File: config.mk
export PLATFORM = sky130hd
export DESIGN_NAME = coletor_resultados
export DESIGN_NICKNAME = d
export VERILOG_FILES = /design/src/rtl/coletor_resultados.sv
export SDC_FILE = /design/constraint.sdc
export NUM_CORES = 1
export LEC_CHECK = 0
export ABC_AREA = 1
export CORE_ASPECT_RATIO = 1.2
export CORE_UTILIZATION = 35
export DETAILED_ROUTE_END_ITERATION = 8
export PLACE_DENSITY = 0.62
export SLEW_MARGIN = 20
export SYNTH_ARGS = -nofsm -noshare
export SYNTH_HDL_FRONTEND = slang
export SYNTH_SLANG_ARGS = --single-unit
File: constraint.sdc
create_clock -name clk -period 2.2 [get_ports clk]
set_input_delay 0.44 -clock clk [delete_from_list [all_inputs] [get_ports clk]]
set_output_delay 0.44 -clock clk [all_outputs]
set_load 0.01 [all_outputs]
File: src/rtl/coletor_resultados.sv
// coletor_resultados: 4-entry FWFT result FIFO capturing on pronto rising edges; COLETOR_ACUMULADOR_EN adds running sum soma
module coletor_resultados (
  input  logic        clk,
  input  logic        reset,
  input  logic        pronto,
  input  logic [15:0] resultado,
  input  logic        ler,
  output logic [15:0] dado,
  output logic        valido,
  output logic        cheio,
  output logic [2:0]  contagem,
  output logic        perdido
`ifdef COLETOR_ACUMULADOR_EN
  ,
  output logic [19:0] soma
`endif
);
  logic        pronto_ant_q, pronto_ant_d;
  logic [1:0]  head_q, head_d, tail_q, tail_d;
  logic [2:0]  cnt_q, cnt_d;
  logic        perdido_q, perdido_d;
  logic [15:0] mem_q [4];
  logic [15:0] mem_d [4];
  logic        push, pop, acc;
  assign valido   = cnt_q != 3'd0;
  assign cheio    = cnt_q == 3'd4;
  assign contagem = cnt_q;
  assign perdido  = perdido_q;
  assign dado     = valido ? mem_q[head_q] : 16'h0000;
  // edge detect, pointer/occupancy update; a pop in the same cycle frees the slot for a push when full
  always_comb begin
    push         = pronto & ~pronto_ant_q;
    pop          = valido & ler;
    acc          = push & (~cheio | pop);
    pronto_ant_d = pronto;
    head_d       = pop ? head_q + 2'd1 : head_q;
    tail_d       = acc ? tail_q + 2'd1 : tail_q;
    cnt_d        = cnt_q + {2'b00, acc} - {2'b00, pop};
    perdido_d    = perdido_q | (push & cheio & ~pop);
    mem_d        = mem_q;
    if (acc) mem_d[tail_q] = resultado;
  end
  // control state; pronto_ant resets high so a pronto held through reset release is not captured
  always_ff @(posedge clk) begin
    if (reset) begin
      pronto_ant_q <= 1'b1;
      head_q       <= 2'd0;
      tail_q       <= 2'd0;
      cnt_q        <= 3'd0;
      perdido_q    <= 1'b0;
    end else begin
      pronto_ant_q <= pronto_ant_d;
      head_q       <= head_d;
      tail_q       <= tail_d;
      cnt_q        <= cnt_d;
      perdido_q    <= perdido_d;
    end
  end
  // storage is left uninitialised; it is never visible while empty
  always_ff @(posedge clk) mem_q <= mem_d;
`ifdef COLETOR_ACUMULADOR_EN
  logic [19:0] soma_q, soma_d;
  assign soma = soma_q;
  // running sum of accepted results only, modulo 2^20
  always_comb soma_d = acc ? soma_q + {4'h0, resultado} : soma_q;
  // accumulator register
  always_ff @(posedge clk) soma_q <= reset ? 20'd0 : soma_d;
`endif
endmodule

# [Yosys cells after proc, flatten, opt, wreduce, memory -nomap -nowiden]
# Cells that the tools add are included.
[totals] regBits=73 inputBits=20 output_inout_bits=22 elab_cells=38
[classes] add_sub_neg=4 magnitude_cmp=3 eq_ne=1 muxes=7 n_bitwise=12 reduce_logical=2
[op_table] op="bitwise mux 64 bit" n=1
[op_table] op="two-way mux 16 bit" n=4
[op_table] op="binary-select mux 16 bit (select 2 bit)" n=1
[op_table] op="demux 16 bit (select 2 bit)" n=1
[op_table] op="greater-or-equal comparator 3 bit (second input constant)" n=2
[op_table] op="NOT 2 -> 3 bit" n=2
[op_table] op="AND 1 bit" n=5
[op_table] op="adder 2 x 1 -> 2 bit (second input constant)" n=2
[op_table] op="adder 3 x 1 -> 3 bit" n=1
[op_table] op="== test 3 bit (second input constant)" n=1
[op_table] op="< comparator 3 x 1 -> 1 bit (second input constant)" n=1
[op_table] op="NOT 1 bit" n=3
[op_table] op="nonzero test 3 bit" n=1
[op_table] op="subtractor 3 x 1 -> 3 bit" n=1
[op_table] op="bitwise OR 1 bit" n=2
[op_table] op="logical AND 1 bit" n=1

# [Depth between registers and ports, before layout]
[depth] ltp_word=6 mapped_depth=9 mapped_depth_nobuf=9

# [Least setup slack after synthesis]
# No wires, ideal clock.
[synth_path] kind="input -> register" from="input pronto" to="register mem_q[0] (netlist bit), enable pin" setup_ps=389 arrival_ps=1512 required_ps=1811 path_slack_ps=299 stages=4 n_path_buf=0 path_cell_list="inv_1 > nor2_2 > nand2_1 > nor2_1"
[synth_between] elab_chain_cells=2
[synth_rtl] item="start: declaration" line_no="5" text="input logic pronto,"
[synth_rtl] item="AND 1 bit" line_no="32" text="push = pronto & ~pronto_ant_q;"
[synth_rtl] item="AND 1 bit" line_no="34" text="acc = push & (~cheio | pop);"
[synth_rtl] item="end signal: assignment" line_no="60" text="always_ff @(posedge clk) mem_q <= mem_d;"
[synth_rtl] item="end: declaration" line_no="22" text="logic [15:0] mem_q [4];"
# No other way between the ends.
# A chain may end at the register's enable or synchronous reset.

# [Worst setup path in the final report]
[layout_path] from="register head_q[0]" to="output dado[5]"
[layout_between] elab_chain_cells=5
[layout_rtl] item="start: declaration" line_no="19" text="logic [1:0] head_q, head_d, tail_q, tail_d;"
[layout_rtl] item="start signal: assignment" line_no="47" text="head_q <= 2'd0;"
[layout_rtl] item="start signal: assignment" line_no="53" text="head_q <= head_d;"
[layout_rtl] item="NOT 2 -> 3 bit (not written as such)" line_no="29" text="assign dado = valido ? mem_q[head_q] : 16'h0000;"
[layout_rtl] item="binary-select mux 16 bit (select 2 bit)" line_no="29"
[layout_rtl] item="two-way mux 16 bit (not written as such) (2 in a row)" line_no="29"
[layout_rtl] item="two-way mux 16 bit" line_no="29"
[layout_rtl] item="end: declaration" line_no="8" text="output logic [15:0] dado,"
# No other way between the ends. The select of a mux whose other input is x is not followed.

==> metrics.cfg <==
[clock_tree]
clkSinkCount=73
cts_tree=built
hold_buffers=0
h-tree-depth=3
cts-resized-gates=22
insertion_delay_ns=0.33
cts-root-buf=clkbuf_8
numCtsBuffers=9
clockBufferDepth=2
postCtsSetupBuffers=0
clkTransAtPathRegs_ns=0.07

[setup_path]
endpoint_kind=output port
path_class=reg2out
r2r-end=contagem[2]$_SDFF_PP0_
r2r-start=contagem[1]$_SDFF_PP0_
required_ns=1.76
rr_worst_depth=9
crit_fanout=14
arrival_ns=1.60
r2r_slack_ns=0.34
start_kind=flip-flop

[synthesis]
yosys.area_share.simple=0.1328
syn_inst=261
ys_warn_count=0
ys_types=22
yosysTopAreaCell=edfxtp_1
synth_top_family_by_area=simple AND/OR/NAND/NOR gates
seq_area_frac_synth=0.6928
synth_top_area_share=0.6334
synth_fa_ha_area_frac=0.02722
synth-xor-area-share=0.002887
synth_top_cells_by_area=edfxtp_1, nor2_1, dfxtp_1
syn_area_mm2=0.003034
synth_nets=287
synth_area_per_cell_um2=11.63
muxShareOfSynthArea=0
synth_compound_area_frac=0.08742
ys_seq_elements=73

[pwr]
vdd.ir_drop.worst_v=0.0004298
power.density_mw_per_mm2=1099
leakage_uw=0.001452
finalPower_uw=4270

[placed_design]
dpl.hpwl_um=3954
place.gp.congestion=0.7629
portBuffers=41
pre_cts_slack_ns=-0.03285

[timing]
fmax_ghz=0.4892
fin_crit_sh=0.9292
tightest_slew_ns=0.2715
fin_ws_ns=0.1557
maxSlewHeadroom=0.8184
setup_viol=0
finalHoldViolations=0
hold-worst-slack_ns=0.4549
finalCriticalPeriod_ns=2.044
report.final.slew_viol_count=0
fin_tns_setup_ns=0
fin_skew_ns=0.004135
rsz0062_at_grt=no

[cells_and_area]
diodes=0
drive_gt1_frac=0.1354
areaGrowthSynthToFinish_pct=28.00
multi_input_area_um2=759.5
seqCellArea_mm2=0.002106
fillCellCount=756
nets=346

[drt]
drtIter0Drc=143
ant_nets=0
drc=0
routed_via_density=4.515
wire_per_inst_um=13.33
firstDrtPassIters=4
routed_wl_um=5854
num_vias=1982

[hold_path]
holdPathStages=2
min_to=perdido$_SDFF_PP0_
min_from=perdido$_SDFF_PP0_
hold_class=reg2reg

[floorplanning]
die_h_um=104.0
start_util=0.3681
die_width_um=87.00
coreArea_mm2=0.008243
ioPinCount=42
rows=36
die_area_mm2=0.009047

[grt]
grt_util_all_layers=0.1455
grt_pass1_vias=2041
grt_pass1_wl_um=9722
grt_max_degree=34
antenna_found_initial=0
grt.overflow.total=0

[run_status]
status=completed

[run]
drv_cap=0

report_power, final:
part / internal, uW / switching (uW)
Combinational: 550 / 751
Sequential: 1570 / 53.8
Clock: 869 / 480
Total: 2990 / 1280
routing by layer:
layer | global-route usage | vias up | wire length, um
met5 | 0 | - | 0
met4 | 0.07857 | 0 | 149
met3 | 0.03333 | 12 | 192
met2 | 0.2480 | 37 | 3065
met1 | 0.1660 | 924 | 2445
li1 | - | 1009 | -
synthesized netlist by cell type:
| library cell | n |
|---|---|
| o21ai_0 | 4 |
| fa_1 | 1 |
| o21ai_1 | 28 |
| inv_4 | 2 |
| or2_1 | 1 |
| nor2_1 | 74 |
| inv_2 | 2 |
| nor2_2 | 2 |
| buf_6 | 6 |
| nand3_2 | 1 |
| nand3_1 | 6 |
| buf_2 | 2 |
| inv_1 | 14 |
| nand2_4 | 1 |
| dfxtp_1 | 9 |
| a21oi_1 | 21 |
| ha_1 | 5 |
| nand2_1 | 13 |
| edfxtp_1 | 64 |
| xor2_1 | 1 |
| buf_4 | 3 |
| nand2_2 | 1 |
worst max path at each step:
stage	startpoint	end	slack (ns)	cells after the start
after detailed placement	pronto	contagem[2]$_SDFF_PP0_	-0.03	9
final	head_q[0]$_SDFFE_PP0N_	dado[5]	0.16	6
after global routing	head_q[0]$_SDFFE_PP0N_	dado[5]	0.06	6
after global placement	pronto	contagem[2]$_SDFF_PP0_	0.01	9
after CTS	head_q[0]$_SDFFE_PP0N_	dado[12]	0.11	6
after floorplan	pronto	mem_q[0]$_DFFE_PP_	0.30	4
critical path: stages (launching register included):
cell           delay [ns]
dfxtp_4              0.39
buf_6                0.16
nor2_1               0.06
nor2_1               0.08
o21ai_1              0.07
a21oi_1              0.21
dlygate4sd2_1        0.30
cell usage in the layout (no fill, tap or decap):
master / netlist / final
dlygate4sd2_1: 0 / 16
nand2_2: 1 / 1
clkinvlp_4: 0 / 1
nor2_2: 2 / 2
edfxtp_1: 64 / 64
xor2_1: 1 / 1
clkbuf_8: 0 / 9
clkdlybuf4s50_1: 0 / 25
inv_2: 2 / 1
ha_1: 5 / 5
o21ai_0: 4 / 4
bufinv_16: 0 / 4
dfxtp_1: 9 / 8
inv_6: 0 / 2
a21oi_1: 21 / 21
or2_1: 1 / 1
nand3_2: 1 / 1
nand2_1: 13 / 13
o21ai_1: 28 / 28
nor2_1: 74 / 74
fa_1: 1 / 1
nand2_4: 1 / 1
dfxtp_4: 0 / 1
clkinv_2: 0 / 1
buf_4: 3 / 16
inv_1: 14 / 14
buf_6: 6 / 2
inv_4: 2 / 2
nand3_1: 6 / 6
sequential cells by signal, indices dropped and copies added, names as in the netlist:
signal,flops
tail_q,2
mem_q,64
contagem,3
head_q,2
perdido,1
pronto_ant_q,1
stage by stage:
| step | area (um2) | cells | utilization |
|---|---|---|---|
| after detailed placement | 3622 | 423 | 0.4394 |
| after global placement | 3622 | 423 | 0.4394 |
| after global routing | 3884 | 439 | 0.4712 |
| after CTS | 3884 | 439 | 0.4712 |
| final | 3884 | 439 | 0.4712 |
| after floorplan | 3034 | 261 | - |
logic make-up (layout without fill, tap and decap cells):
| family | after synthesis | after routing |
|---|---|---|
| and+or+nand+nor | 99 | 99 |
| DFF | 73 | 73 |
| AOI/OAI and AO/OA | 53 | 53 |
| buffers and inverters | 29 | 93 |
| adders and majority gates | 6 | 6 |
| xor gates and xnor gates | 1 | 1 |
cell type report:
class                      instances  area share
tap                              114     0.03673
clock inverter                     7     0.03640
timing repair buffer              59      0.1372
multi-input combinational        159      0.1956
sequential                        73      0.5422
inverter                          18     0.01997
clock buffer                       9     0.03189
Power figures use the tool's default switching activity.
